===== src/rtl/raster_scan_engine.sv =====
// rtl/raster_scan_engine.sv - W x H raster walker with linear and strip addressing; optional RASTER_SCAN_ROM_ALIGN_EN
`timescale 1ns/1ps
module raster_scan_engine #(
    parameter int H_RES   = 160,
    parameter int V_RES   = 120,
    parameter int X_W     = 8,
    parameter int Y_W     = 7,
    parameter int ADDR_W  = 15,
    parameter int SPLIT_Y = 92,
    parameter int STRIP_W = 13
) (
    input  logic               clk,
    input  logic               resetn,
    input  logic               start,
    input  logic               abort,
    input  logic               ready,
    output logic               busy,
    output logic               plot,
    output logic [X_W-1:0]     x,
    output logic [Y_W-1:0]     y,
    output logic [ADDR_W-1:0]  addr,
    output logic               in_strip,
    output logic [STRIP_W-1:0] strip_addr,
    output logic               done
);

    typedef enum logic [1:0] {
        S_IDLE = 2'd0,
        S_SCAN = 2'd1,
        S_DONE = 2'd2
    } state_t;

    localparam logic [X_W-1:0]     X_LAST      = X_W'(H_RES - 1);
    localparam logic [Y_W-1:0]     Y_LAST      = Y_W'(V_RES - 1);
    localparam logic [Y_W-1:0]     Y_PRE_SPLIT = Y_W'((SPLIT_Y > 0) ? SPLIT_Y - 1 : 0);
    localparam logic               SPLIT_TOP   = (SPLIT_Y == 0);
    localparam logic [X_W-1:0]     X_ONE       = X_W'(1);
    localparam logic [Y_W-1:0]     Y_ONE       = Y_W'(1);
    localparam logic [ADDR_W-1:0]  A_ONE       = ADDR_W'(1);
    localparam logic [STRIP_W-1:0] S_ONE       = STRIP_W'(1);

    state_t               state;
    state_t               state_next;
    logic [X_W-1:0]       cnt_x;
    logic [Y_W-1:0]       cnt_y;
    logic [ADDR_W-1:0]    cnt_addr;
    logic [STRIP_W-1:0]   cnt_strip;
    logic                 cnt_in;
    logic                 busy_r;
    logic                 last_px;
    logic                 start_ok;
    logic                 done_exit;

    assign last_px = (cnt_x == X_LAST) && (cnt_y == Y_LAST);

`ifdef RASTER_SCAN_ROM_ALIGN_EN
    logic                 plot_q;
    logic                 in_q;
    logic                 done_q;
    logic [X_W-1:0]       x_q;
    logic [Y_W-1:0]       y_q;
    logic [ADDR_W-1:0]    addr_q;

    // The FSM is already idle while the delayed done is shown; a start then is refused
    // so busy still drops for a cycle between frames.
    assign start_ok  = start & ~done_q;
    // The last pixel sits in the delay stage during DONE and must be consumed first.
    assign done_exit = ready;
`else
    logic                 plot_r;
    logic                 done_r;

    assign start_ok  = start;
    assign done_exit = 1'b1;
`endif

    // State register
    always_ff @(posedge clk or negedge resetn) begin
        if (!resetn) state <= S_IDLE;
        else         state <= state_next;
    end

    // Next-state logic; abort beats start and beats a pending advance
    always_comb begin
        state_next = state;
        case (state)
            S_IDLE:  if (start_ok && !abort) state_next = S_SCAN;
            S_SCAN:  if (abort) state_next = S_IDLE;
                     else if (ready && last_px) state_next = S_DONE;
            S_DONE:  if (abort || done_exit) state_next = S_IDLE;
            default: state_next = S_IDLE;
        endcase
    end

    // Pixel counters: zeroed in/into IDLE, advanced on each accepted non-final pixel
    always_ff @(posedge clk or negedge resetn) begin
        if (!resetn) begin
            cnt_x     <= '0;
            cnt_y     <= '0;
            cnt_addr  <= '0;
            cnt_strip <= '0;
            cnt_in    <= 1'b0;
        end else if (state_next == S_IDLE) begin
            cnt_x     <= '0;
            cnt_y     <= '0;
            cnt_addr  <= '0;
            cnt_strip <= '0;
            cnt_in    <= 1'b0;
        end else if (state == S_IDLE) begin
            cnt_x     <= '0;
            cnt_y     <= '0;
            cnt_addr  <= '0;
            cnt_strip <= '0;
            cnt_in    <= SPLIT_TOP;
        end else if (state == S_SCAN && state_next == S_SCAN && ready) begin
            if (cnt_x == X_LAST) begin
                cnt_x  <= '0;
                cnt_y  <= cnt_y + Y_ONE;
                cnt_in <= cnt_in | (!SPLIT_TOP && cnt_y == Y_PRE_SPLIT);
            end else begin
                cnt_x  <= cnt_x + X_ONE;
            end
            cnt_addr <= cnt_addr + A_ONE;
            if (cnt_in) cnt_strip <= cnt_strip + S_ONE;
        end
    end

    // Busy flag registered from the next state
    always_ff @(posedge clk or negedge resetn) begin
        if (!resetn) busy_r <= 1'b0;
        else         busy_r <= (state_next != S_IDLE);
    end

`ifdef RASTER_SCAN_ROM_ALIGN_EN
    // Delay stage: moves with the counters under back-pressure, zeros outside SCAN
    always_ff @(posedge clk or negedge resetn) begin
        if (!resetn) begin
            plot_q <= 1'b0;
            in_q   <= 1'b0;
            done_q <= 1'b0;
            x_q    <= '0;
            y_q    <= '0;
            addr_q <= '0;
        end else if (abort && state != S_IDLE) begin
            plot_q <= 1'b0;
            in_q   <= 1'b0;
            done_q <= 1'b0;
            x_q    <= '0;
            y_q    <= '0;
            addr_q <= '0;
        end else begin
            done_q <= (state == S_DONE) && ready;
            if (ready || state == S_IDLE) begin
                plot_q <= (state == S_SCAN);
                in_q   <= (state == S_SCAN) && cnt_in;
                x_q    <= (state == S_SCAN) ? cnt_x    : '0;
                y_q    <= (state == S_SCAN) ? cnt_y    : '0;
                addr_q <= (state == S_SCAN) ? cnt_addr : '0;
            end
        end
    end

    assign plot       = plot_q;
    assign x          = x_q;
    assign y          = y_q;
    assign addr       = addr_q;
    assign in_strip   = in_q;
    assign strip_addr = cnt_strip;
    assign done       = done_q;
    assign busy       = busy_r | done_q;
`else
    // Plot and done flags registered from the next state
    always_ff @(posedge clk or negedge resetn) begin
        if (!resetn) begin
            plot_r <= 1'b0;
            done_r <= 1'b0;
        end else begin
            plot_r <= (state_next == S_SCAN);
            done_r <= (state_next == S_DONE);
        end
    end

    assign plot       = plot_r;
    assign x          = cnt_x;
    assign y          = cnt_y;
    assign addr       = cnt_addr;
    assign in_strip   = cnt_in;
    assign strip_addr = cnt_strip;
    assign done       = done_r;
    assign busy       = busy_r;
`endif

endmodule


===== config.mk =====
export PLATFORM = sky130hd
export DESIGN_NAME = raster_scan_engine
export DESIGN_NICKNAME = d
export VERILOG_FILES = /design/src/rtl/raster_scan_engine.sv
export SDC_FILE = /design/constraint.sdc
export NUM_CORES = 1
export LEC_CHECK = 0
export ABC_CLOCK_PERIOD_IN_PS = 3400
export BUFFER_PORTS_ARGS = -buffer_cell sky130_fd_sc_hd__buf_2
export CORE_AREA = 10 10 72 89
export DETAILED_ROUTE_END_ITERATION = 8
export DIE_AREA = 0 0 82 99
export GPL_ROUTABILITY_DRIVEN = 0
export HOLD_SLACK_MARGIN = 0.08
export PLACE_DENSITY_LB_ADDON = 0.3
export SLEW_MARGIN = 20
export SYNTH_ARGS = -nofsm -noshare
export SYNTH_HDL_FRONTEND = slang
export SYNTH_SLANG_ARGS = --single-unit

===== constraint.sdc =====
create_clock -name clk -period 3.4 [get_ports clk]
set_input_delay 0.51 -clock clk [delete_from_list [all_inputs] [get_ports clk]]
set_output_delay 0.51 -clock clk [all_outputs]
set_load 0.01 [all_outputs]

==> metrics.txt <==
Final period util approximately 66%; synth unique cells 43; top_reg_cell synth dfrtp_1; Synth top cells by count dfrtp_1, a21oi_1, or4_1, nand2_1, o31ai_1; Routed Wire Length 6840 um; Final WS setup 1.15 ns; area grow syn2layout 15.3%; CTS Sinks 49; IO Count 52; cts-stage hold buffer count 0; pre-CTS setup slack 1.17 ns; ys async rst share between 90% and 100%; setup TNS 0 ns; Worst Tran Pin Value between 0.6 and 0.7 ns; Setup-failing EPs final 0; initial antenna violation count 0; RSZ-0062 raised after global routing no; leak pwr 1.37 nW; Antenna Cells 0; cts repair resizes 0; vias in the first global route 2454; per-cell routed wire length between 15 and 20 um; Setup crit start kind register; core area 4690 um2; die area 8120 um2; via count 2464; largest net degree at the start of global routing 50; max incr delay on CP 0.63 ns; count leader, synth dfrtp_1; outcome complete, no violations; synth top area cells dfrtp_1, or4_1, o31ai_1; Max-cap violations 0; antenna viol nets, final 0; Post-synth EDFFs 0; Mean Syn Cell Area 9.63 um2; drt initial violations between 150 and 200; row cnt 28; synthesis-stage register bit count 49; CP max FO 41; mapped cell area around 2700 um2; Fin. Hold Viols 0; clk_lat worst skew 0.31 ns; Synth area leader dfrtp_1; crit path kind reg -> reg; clock tree buffer depth 2; f_max 0.445 GHz; Setup Buffers After CTS 0; drt via density ~6.3; Synth warnings 0; Buffers on Ports 51; Worst-path clk slew 0.10 ns; Fill cells approximately 410; Die X 82 um; share of cells above drive strength 1 21.3%; post-synth top area share 45.5%; CTS tree built; Peak VDD IR 0.000340 V; DIE HEIGHT roughly 100 um; Final Max Tran Viols 0; H-tree level count 2; Critical Path Slowest Stage Cell nor4_4; final net count 337; Final Util 66.3%; Initial Util a little under three fifths; DRC viols 0; CP arrival 2.42 ns; min Tclk post-route 2.25 ns; Slew headroom 56.8%; Power Density 344 nW/um2; total track usage 17.2%; First-pass DRT Iterations 4; total CTS buffers 5; Seq/Total Area, Yosys 45.5%; hpwl dp around 4800 um; critical path data required time 3.58 ns; multi-input combinational cell area 1360 um2; first-pass GRT wire length 11500 um; Root Buffer clkbuf_8; FF/Latch Area 1230 um2; worst min path class in -> async; Crit. End Element register; crit-path cells ha_1 > nand4_1 > nor4_4 > buf_12 > nor4b_1 > mux2i_1; GRT overflow 0; post-synth net total 289; Cells after Synth 280; worst clock skew 0.00909 ns
[report_power, final]
part / internal [mW] / switching (mW) / leakage [nW]
sequential: 0.585 / 0.00276 / 0.680
combinational: 0.0126 / 0.0402 / 0.638
clock: 0.220 / 0.207 / 0.0543
[critical path: cells and delay by family (launching register included)]
kind | cells | cell delay (ns)
adders and majority gates | 1 | 0.25
muxes | 1 | 0.16
DFF | 1 | 0.42
buffers and inverters | 1 | 0.26
and+or+nand+nor | 3 | 1.01
[logic make-up (layout without fill, tap and decap cells)]
logic type               after synthesis  in the layout  synth area share, %
XOR/XNOR                               3              3                0.974
buffers and inverters                 21             70                 4.17
AO/OA/AOI/OAI                         76             76                 17.7
AND/OR/NAND/NOR                      120            120                 27.2
adder cells (fa/ha/maj)                4              4                 1.86
flip-flops                            49             49                 45.5
multiplexers                           7              7                 2.64
[placed cells by master, fill, tap and decap left out, types with 3 or more instances in the layout]
cell	netlist	routed
o21ai_1	5	5
and4_1	6	6
buf_2	3	50
ha_1	4	4
dfrtp_1	49	49
a21oi_1	30	30
and3_1	5	5
nor4_1	3	3
nor3_1	4	4
mux2i_1	6	6
nand4_1	10	10
nand2_1	22	22
inv_1	6	6
clkbuf_8	0	5
o31ai_1	22	22
a41o_1	4	4
a31oi_1	6	6
nand2b_1	3	3
nand3_1	15	15
nor2_1	12	12
or4_1	23	23
nor4b_1	3	3
o21ai_0	4	4
buf_4	1	5
[worst paths after layout]
kind	startpoint	to	slack (ns)	cells past startpoint
worst max register to register	x[0]	strip_addr[1]	1.15	6
worst min register to register	addr[14]	addr[14]	0.54	2
max in group asynchronous	resetn	addr[14]	2.77	1
worst min-delay path	resetn	addr[6]	0.20	1
worst max-delay path	x[0]	strip_addr[1]	1.15	6
min in group clk	start	busy	0.47	2
[cell type report]
type                       instances  share of cell area (%)
multi-input combinational        210                    43.8
sequential                        49                    39.4
timing repair buffer              56                    9.90
tap                               60                    2.41
clock buffer                       5                    2.21
clock inverter                     3                    1.49
inverter                           6                   0.724
[state kept, by name, summed over array words and instances, names as in the netlist]
register,count
addr,15
plot,1
x,8
y,7
in_strip,1
busy,1
done,1
strip_addr,13
state,2
[metrics by stage]
step           power (mW)  cells  hold slack (ns)  instance area [um2]
6_report             1.07    389            0.196                 3110
5_1_grt              1.11    389            0.245                 3110
4_1_cts              1.08    389            0.433                 3110
3_5_place_dp        0.653    381            0.530                 2990
3_3_place_gp        0.652    381            0.525                 2990
2_1_floorplan       0.625    280            0.214                 2700
[per-layer routing]
metal  wire (um)  part of all wire [%]  global-route usage, %  vias up
li1            -                     -                      -     1180
met1        2890                    42                   21.5     1203
met2        3460                    51                   28.2       74
met3         405                   5.9                   3.73        7
met4          89                   1.3                   5.91        0
met5           0                     0                      0        -
No activity file was read; power rests on OpenSTA's default activity.
